File: src/rtl/mat_pkg.sv
// Shared definitions for the feature-point address serializer.
//   ADDR_W    width of one feature-point address
//   N_POS     number of addresses in the packed bus
//   IDX_W     width of an entry index
//   mat_state_e  serializer FSM states
//   mat_entry    extracts entry i from the packed bus (entry 0 sits in the MSBs)
package mat_pkg;

  localparam int unsigned ADDR_W = 15;
  localparam int unsigned N_POS  = 16;
  localparam int unsigned IDX_W  = $clog2(N_POS);

  typedef enum logic [1:0] {
    ST_IDLE,
    ST_SEND,
    ST_DONE
  } mat_state_e;

  function automatic logic [ADDR_W-1:0] mat_entry(input logic [ADDR_W*N_POS-1:0] pos,
                                                  input logic [IDX_W-1:0]        i);
    int unsigned k;
    k = N_POS - 1 - int'(i);
    return pos[k*ADDR_W +: ADDR_W];
  endfunction

endpackage

File: src/rtl/mat_rise_det.sv
// Registered rising-edge detector for the isMatching level.
//   clk      clock
//   rst_n    asynchronous active-low reset (history register clears to 0)
//   level_i  level input
//   rise_o   high while level_i is high and was low at the previous edge
module mat_rise_det (
  input  logic clk,
  input  logic rst_n,
  input  logic level_i,
  output logic rise_o
);

  logic level_q;

  always_ff @(posedge clk or negedge rst_n) begin
    if (!rst_n) begin
      level_q <= 1'b0;
    end else begin
      level_q <= level_i;
    end
  end

  assign rise_o = level_i & ~level_q;

endmodule

File: src/rtl/mat_pos_serializer.sv
// Serializes a snapshot of the packed feature-point address bus into a valid/ready stream.
// A rising edge of isMatching in IDLE latches the whole bus; entries are then emitted one per
// handshake with index and last-beat flags, followed by a one-cycle done pulse. Match events that
// arrive while busy are dropped and recorded in the sticky overrun flag.
//   clk, rst_n   clock, asynchronous active-low reset
//   position     packed addresses, entry 0 in the MSBs
//   isMatching   level qualifying position
//   out_addr/out_idx/out_valid/out_last, out_ready   output stream
//   busy, done   status (busy in SEND/DONE, done one cycle after the final beat)
//   overrun, clr_ovr   sticky dropped-event flag and its synchronous clear
// Build option: define MAT_SKIP_ZERO_EN to skip zero (unwritten) entries.
// ADDR_W/N_POS must match the mat_pkg values; the entry helper is sized by the package.
module mat_pos_serializer #(
  parameter int unsigned ADDR_W = 15,
  parameter int unsigned N_POS  = 16
) (
  input  logic                      clk,
  input  logic                      rst_n,
  input  logic [ADDR_W*N_POS-1:0]   position,
  input  logic                      isMatching,
  output logic [ADDR_W-1:0]         out_addr,
  output logic [mat_pkg::IDX_W-1:0] out_idx,
  output logic                      out_valid,
  input  logic                      out_ready,
  output logic                      out_last,
  output logic                      busy,
  output logic                      done,
  output logic                      overrun,
  input  logic                      clr_ovr
);

  import mat_pkg::*;

  mat_state_e              state_q, state_d;
  logic [IDX_W-1:0]        idx_q, idx_d;
  logic [ADDR_W*N_POS-1:0] shadow_q, shadow_d;
  logic                    ovr_q, ovr_d;
  logic                    match_evt;
  logic                    cur_nz;   // current entry is to be emitted
  logic                    last_c;   // current entry is the final one to emit
  logic                    start_send;

  mat_rise_det u_rise_det (
    .clk     (clk),
    .rst_n   (rst_n),
    .level_i (isMatching),
    .rise_o  (match_evt)
  );

`ifdef MAT_SKIP_ZERO_EN
  logic [N_POS-1:0] mask_q, mask_d, pos_mask, mask_above;

  always_comb begin
    pos_mask = '0;
    for (int i = 0; i < int'(N_POS); i++) begin
      pos_mask[i] = |mat_entry(position, IDX_W'(i));
    end
  end

  assign mask_above = mask_q >> idx_q;
  assign cur_nz     = mask_q[idx_q];
  assign last_c     = (mask_above[N_POS-1:1] == '0);
  // All-zero snapshot has nothing to emit, so SEND is bypassed.
  assign start_send = (pos_mask != '0);

  always_ff @(posedge clk or negedge rst_n) begin
    if (!rst_n) begin
      mask_q <= '0;
    end else begin
      mask_q <= mask_d;
    end
  end
`else
  assign cur_nz     = 1'b1;
  assign last_c     = (idx_q == IDX_W'(N_POS - 1));
  assign start_send = 1'b1;
`endif

  always_comb begin
    state_d   = state_q;
    idx_d     = idx_q;
    shadow_d  = shadow_q;
    ovr_d     = clr_ovr ? 1'b0 : ovr_q;
`ifdef MAT_SKIP_ZERO_EN
    mask_d    = mask_q;
`endif
    out_valid = 1'b0;
    out_last  = 1'b0;
    out_addr  = '0;
    out_idx   = idx_q;
    busy      = 1'b0;
    done      = 1'b0;

    unique case (state_q)
      ST_IDLE: begin
        if (match_evt) begin
          shadow_d = position;
          idx_d    = '0;
`ifdef MAT_SKIP_ZERO_EN
          mask_d   = pos_mask;
`endif
          state_d  = start_send ? ST_SEND : ST_DONE;
        end
      end
      ST_SEND: begin
        busy      = 1'b1;
        out_valid = cur_nz;
        out_last  = cur_nz & last_c;
        out_addr  = cur_nz ? mat_entry(shadow_q, idx_q) : '0;
        if (match_evt) begin
          ovr_d = 1'b1;  // set wins over clr_ovr
        end
        if (!cur_nz) begin
          // A skipped entry always has a later emitted entry, so this cannot wrap.
          idx_d = idx_q + 1'b1;
        end else if (out_ready) begin
          if (last_c) begin
            state_d = ST_DONE;
          end else begin
            idx_d = idx_q + 1'b1;
          end
        end
      end
      ST_DONE: begin
        busy    = 1'b1;
        done    = 1'b1;
        state_d = ST_IDLE;
        if (match_evt) begin
          ovr_d = 1'b1;
        end
      end
      default: state_d = ST_IDLE;
    endcase
  end

  always_ff @(posedge clk or negedge rst_n) begin
    if (!rst_n) begin
      state_q  <= ST_IDLE;
      idx_q    <= '0;
      shadow_q <= '0;
      ovr_q    <= 1'b0;
    end else begin
      state_q  <= state_d;
      idx_q    <= idx_d;
      shadow_q <= shadow_d;
      ovr_q    <= ovr_d;
    end
  end

  assign overrun = ovr_q;

endmodule

File: config.mk
export PLATFORM = sky130hd
export DESIGN_NAME = mat_pos_serializer
export DESIGN_NICKNAME = d
export VERILOG_FILES = /design/src/rtl/mat_pkg.sv /design/src/rtl/mat_rise_det.sv /design/src/rtl/mat_pos_serializer.sv
export SDC_FILE = /design/constraint.sdc
export NUM_CORES = 1
export LEC_CHECK = 0
export CELL_PAD_IN_SITES_DETAIL_PLACEMENT = 0
export CELL_PAD_IN_SITES_GLOBAL_PLACEMENT = 2
export CORE_ASPECT_RATIO = 0.6
export CORE_MARGIN = 2
export CORE_UTILIZATION = 42
export DETAILED_ROUTE_END_ITERATION = 10
export GPL_ROUTABILITY_DRIVEN = 0
export HOLD_SLACK_MARGIN = 0.05
export PLACE_DENSITY_LB_ADDON = 0.1
export SETUP_SLACK_MARGIN = 0.2
export SLEW_MARGIN = 20
export SYNTH_ARGS = -nofsm -noshare
export SYNTH_HDL_FRONTEND = slang
export SYNTH_SLANG_ARGS = --single-unit
File: constraint.sdc
create_clock -name clk -period 15.1 [get_ports clk]
set_input_delay 3.775 -clock clk [delete_from_list [all_inputs] [get_ports clk]]
set_output_delay 3.775 -clock clk [all_outputs]
set_load 0.01 [all_outputs]
# Word-level counts from Yosys, hierarchy flattened
# Index checks and enable logic that the tools add are counted.
classes:
  addsub: 2
  mul: 1
  n_eq_ne: 7
  n_shift: 1
  muxes: 16
  bitwise_logic: 2
  n_reduce_logical: 6
op_table:
  columns: ["op", "count"]
  rows:
  - ["$shiftx A240 B33 Y15", 1]
  - ["$mux W15", 1]
  - ["$mux W4", 3]
  - ["$mul A5 B5 Y10 const B", 1]
  - ["$ne A2 B2 Y1 const B", 4]
  - ["$pmux W4 S2", 1]
  - ["$mux W1", 7]
  - ["$mux W2", 3]
  - ["$sub A4 B4 Y5 const A", 1]
  - ["$add A4 B1 Y4 const B", 1]
  - ["$eq A4 B4 Y1 const B", 1]
  - ["$pmux W2 S2", 1]
  - ["$reduce_and A4 Y1", 1]
  - ["$reduce_and A3 Y1", 1]
  - ["$eq A2 B1 Y1 const B", 1]
  - ["$eq A2 B2 Y1 const B", 1]
  - ["$logic_not A2 Y1", 1]
  - ["$reduce_and A2 Y1", 1]
  - ["$reduce_bool A2 Y1", 1]
  - ["$reduce_or A2 Y1", 1]
  - ["$and A1 B1 Y1", 1]
  - ["$not A1 Y1", 1]
totals:
  reg_bits: 248
  in_bits: 245
  output_inout_bits: 24
  word_cells: 40

# Longest topological paths before layout
logic_depth:
  word_depth: 4
  ltp_mapped: 24
  depth_no_buf: 14

# Hierarchy
# A second synthesis with hierarchy kept.
unflattened:
  cells_unflattened: 2003
  hier_area_um2: 23505.0
modules_own_cells:
  columns: ["mod", "n_inst", "cells_each", "area_per_inst_um2", "seq_area_each_um2"]
  rows:
  - ["mat_pos_serializer", 1, 2001, 23466.3, 6180.9]
  - ["mat_rise_det", 1, 2, 38.8, 25.0]

# Worst setup path after synthesis
# No wires, ideal clock.
synth_path:
  kind: "register to output"
  start: "register idx_q[0] (netlist: out_idx[0])"
  end: "output out_addr[3]"
  arrival_time_ns: 5.456
  required_time_ns: 11.325
  slack_ns: 5.869
  path_stages_with_launch: 21
  path_buffers: 7
  path_cell_list: "dfrtp_1 -> buf_4 -> buf_4 -> inv_1 -> buf_1 -> clkbuf_1 -> buf_1 -> ha_1 -> ha_1 -> inv_1 -> fa_1 -> fa_1 -> xnor2_2 -> buf_2 -> buf_2 -> mux4_2 -> mux2i_1 -> mux2i_1 -> a211o_1 -> a32oi_1 -> o221ai_1"
synth_via:
  elab_chain_cells: 4
synth_rtl:
  columns: ["element", "line", "text"]
  rows:
  - ["from (decl)", "mat_pos_serializer.sv:35", "logic [IDX_W-1:0] idx_q, idx_d;"]
  - ["from (signal assigned)", "mat_pos_serializer.sv:144", "idx_q <= idx_d;"]
  - ["$sub A4 B4 Y5", "mat_pkg.sv:22", "k = N_POS - 1 - int'(i);"]
  - ["$mul A5 B5 Y10", "mat_pkg.sv:23", "return pos[k*ADDR_W +: ADDR_W];"]
  - ["$shiftx A240 B33 Y15", "mat_pkg.sv:23", null]
  - ["$mux W15", "mat_pos_serializer.sv:94", "unique case (state_q)"]
  - ["to (decl)", "mat_pos_serializer.sv:21", "output logic [ADDR_W-1:0] out_addr,"]
# Every way passes these cells.

# Worst setup path in the final report
layout_path:
  start: "register idx_q[0] (netlist: out_idx[0])"
  end: "output out_addr[1]"
# Same word-level chain as after synthesis.

==> impl_results.md <==
* Outcome: finished, final reports clean
* Setup TNS Final at 0 ps
* CORE AREA at 51400 µm²
* Clk_lat worst skew at 560 ps
* Worst R2R Path Depth at 6
* GR Overflow Total at 0
* CP Capture Type: output pin
* Peak Freq at 0.0858 GHz
* Total number of vias at 17900
* Detailed Route WL at 75.6 mm
* Cell accounting for the most synthesized area: dfrtp_1
* Cell Rows at 64
* Hold path cells at 1
* IO buf count at 268
* Slew Limit Fails at 0
* M2 GR Usage at 36.9%
* Final Hold Viols at 0
* RSZ-0062 raised after global routing: false
* Die ar. at 54400 µm²
* Crit-path cells: inv_2, ha_4, ha_1, inv_1, fa_1, fa_4, xnor2_4, buf_4, nor3_1, o211ai_1, o2111ai_1, o311ai_0, nor4_1, clkdlybuf4s50_1
* Share of layout cells above drive strength 1 at 31.5%
* Vias in the first global route at 17500
* Tightest Pin Transition at 1080 ps
* Synth Instances at 1860
* Area of the multi-input gates at 14900 µm²
* Number of flops mapped to enable cells by yosys at 0
* CTS clk-pin slew, worst paths at 70 ps
* Cts bufs inserted at 24
* Hold buffers post-CTS at 0
* Post-CTS setup buffer count at 0
* Synth unique cells at 73
* Busiest layer in global routing: met1
* Rel. slew slack at 27.0%
* Final worst slack at 3450 ps
* Finish-stage setup viols at 0
* Synth Register Bits at 248
* Worst path buffer plus inverter count at 4
* # diodes at 0
* Die X-Extent at 300 µm
* Post-synth ARST share at 100%
* CTS tree: built
* Critical path startpoint category: flip-flop
* CP required at 11320 ps
* First-pass GRT wire length at 114 mm
* Maxcap violations at 0
* Remaining DRCs at 0
* Synthesized Nets at 2129
* Min Clock Period, post-route at 11650 ps
* CP max stage delay at 830 ps
* IO Pins at 269
* Sequential area share after synthesis at 28.1%
* H-tree lvl count at 1
* Largest net degree at the start of global routing at 153
* Post_cts resized at 0
* CTS Root Cell: clkbuf_16
* Avg Cell Area, Syn at 11.9 µm²
* Critical path class: flip-flop to output pin
* Vias per cell at 6.58
* Final Cycle Share at 77.1%
* Initial antenna violation count at 0
* Post-placement cell area at 25100 µm²
* Synth warn at 0
* Initial Util at 42.9%
* Post-synth design cell area at 22100 µm²
* GRT Util Overall at 27.4%
* Clock skew at 15.0 ps
* Register area at 6210 µm²
* CP Max Fanout at 68
* Synth top area share at 28.1%
* Worst EP arrival at 7870 ps
* First drt pass iteration count at 6
* CP delay by family, top: adder cells
* Die Height at 181 µm
* Worst slack, placed at 4260 ps
* Met1 usage at 43.2%
* M3 GR Usage at 8.53%
* Worst Hold Class: flip-flop to flip-flop
* Layout area overhead at 17.1%
* CP max stage cell: nor3_1
* Bufs on Longest Clock Path at 3
* Initial drt markers at 2173
* Synth top area cells: dfrtp_1 28%, mux4_2 25%, mux2_2 15%
* Post-layout net count at 2279
* Post-DP HPWL at 57.3 mm
* CTS Sinks at 248
* Wirelength per Cell at 27.8 µm
* Finished Cell Area at 25800 µm²
* Antenna Nets Post-Route at 0
* Primary FF master, synth: dfrtp_1
* Critical Path Stages at 14
* Fill cells at 4628
## through the flow
stage / cells / hold WS [ps] / utilization [%]
global route: 2717 / 561 / 50.2
floorplan: 1860 / 475 / -
detailed placement: 2677 / 503 / 48.8
CTS: 2717 / 518 / 50.2
finish: 2717 / 514 / 50.2
global placement: 2677 / 515 / 48.8
## area by class of cell
| class | count | area share [%] |
|---|---|---|
| clock buffer | 35 | 2.76 |
| clock inverter | 5 | 0.208 |
| inverter | 28 | 0.407 |
| multi-input combinational | 1408 | 57.7 |
| sequential | 248 | 24.0 |
| tap | 693 | 3.36 |
| timing repair buffer | 300 | 11.5 |
## metal layers
layer	vias to the layer above	share of wire (%)	wire, µm
li1	7667	-	-
met1	9215	46	35000
met3	63	12	8830
met5	-	0	0
met2	930	41	30700
met4	0	1.4	1080
## cell usage after synthesis (6+ instances only)
library cell	instances
mux2_2	300
dfrtp_1	248
mux4_2	247
mux2i_1	189
nand2_1	139
nor2_1	88
buf_2	72
clkbuf_1	61
a21oi_1	52
a211oi_1	38
nor3_1	38
o21ai_0	37
nand3_1	32
inv_1	26
buf_4	24
ha_1	21
a31oi_1	15
and2_1	15
o211ai_1	15
o22ai_1	13
buf_1	12
a2111oi_0	10
a211o_1	8
and3_1	8
nor4_1	8
buf_6	7
nand4_1	7
nor2b_1	7
a221oi_1	6
a22oi_1	6
a311oi_1	6
nand2b_1	6
## registers in the layout, indices dropped and copies added (netlist names)
name	count
overrun	1
state_q	2
shadow_q	240
u_rise_det.level_q	1
out_idx	4
## path summary, 6_finish.rpt
kind,start,slack [ps],end
max,out_idx[0]$_DFFE_PN0P_,3450,out_addr[1]
min,shadow_q[0]$_DFFE_PN0P_,510,shadow_q[0]$_DFFE_PN0P_
max reg2reg,state_q[1]$_DFFE_PN0P_,11810,shadow_q[128]$_DFFE_PN0P_
min reg2reg,shadow_q[0]$_DFFE_PN0P_,510,shadow_q[0]$_DFFE_PN0P_
max in group asynchronous,rst_n,10220,out_idx[0]$_DFFE_PN0P_
min in group asynchronous,rst_n,3290,shadow_q[224]$_DFFE_PN0P_
## worst register-to-register path: cells and delay by family (launching register included)
kind | cells | cell delay (ps)
buf+inv | 3 | 1620
simple gates | 1 | 360
mux | 1 | 530
fa+ha+maj | 1 | 280
flops | 1 | 380
## cell usage in the layout (no fill, tap or decap), drive strengths merged, types with 8 or more instances in the layout
cell and instances:
mux2i 189, a31oi 15, clkdlybuf4s50 267, dfrtp 248, a2111oi 10, nand3 32
a211o 8, o22ai 13, ha 21, and2 15, a211oi 38, nand2 140
inv 29, mux2 300, and3 8, a21oi 52, nor3 38, clkbuf 35
mux4 247, buf 33, o21ai 41, nor4 8, nor2 88, o211ai 15
## cell families (layout without fill, tap and decap cells)
logic type      Yosys count  in the layout  synth area share, %
buf+inv                 204            368                 4.53
simple gates            357            357                 7.20
fa+ha+maj                24             24                 1.46
xor+xnor                  6              6                0.357
flops                   248            248                 28.1
mux                     736            736                 49.1
compound gates          285            285                 9.19
Power is left out: the tool's default activity adds up to more than one toggle a clock period on the data nets, which glitch-free logic cannot reach.
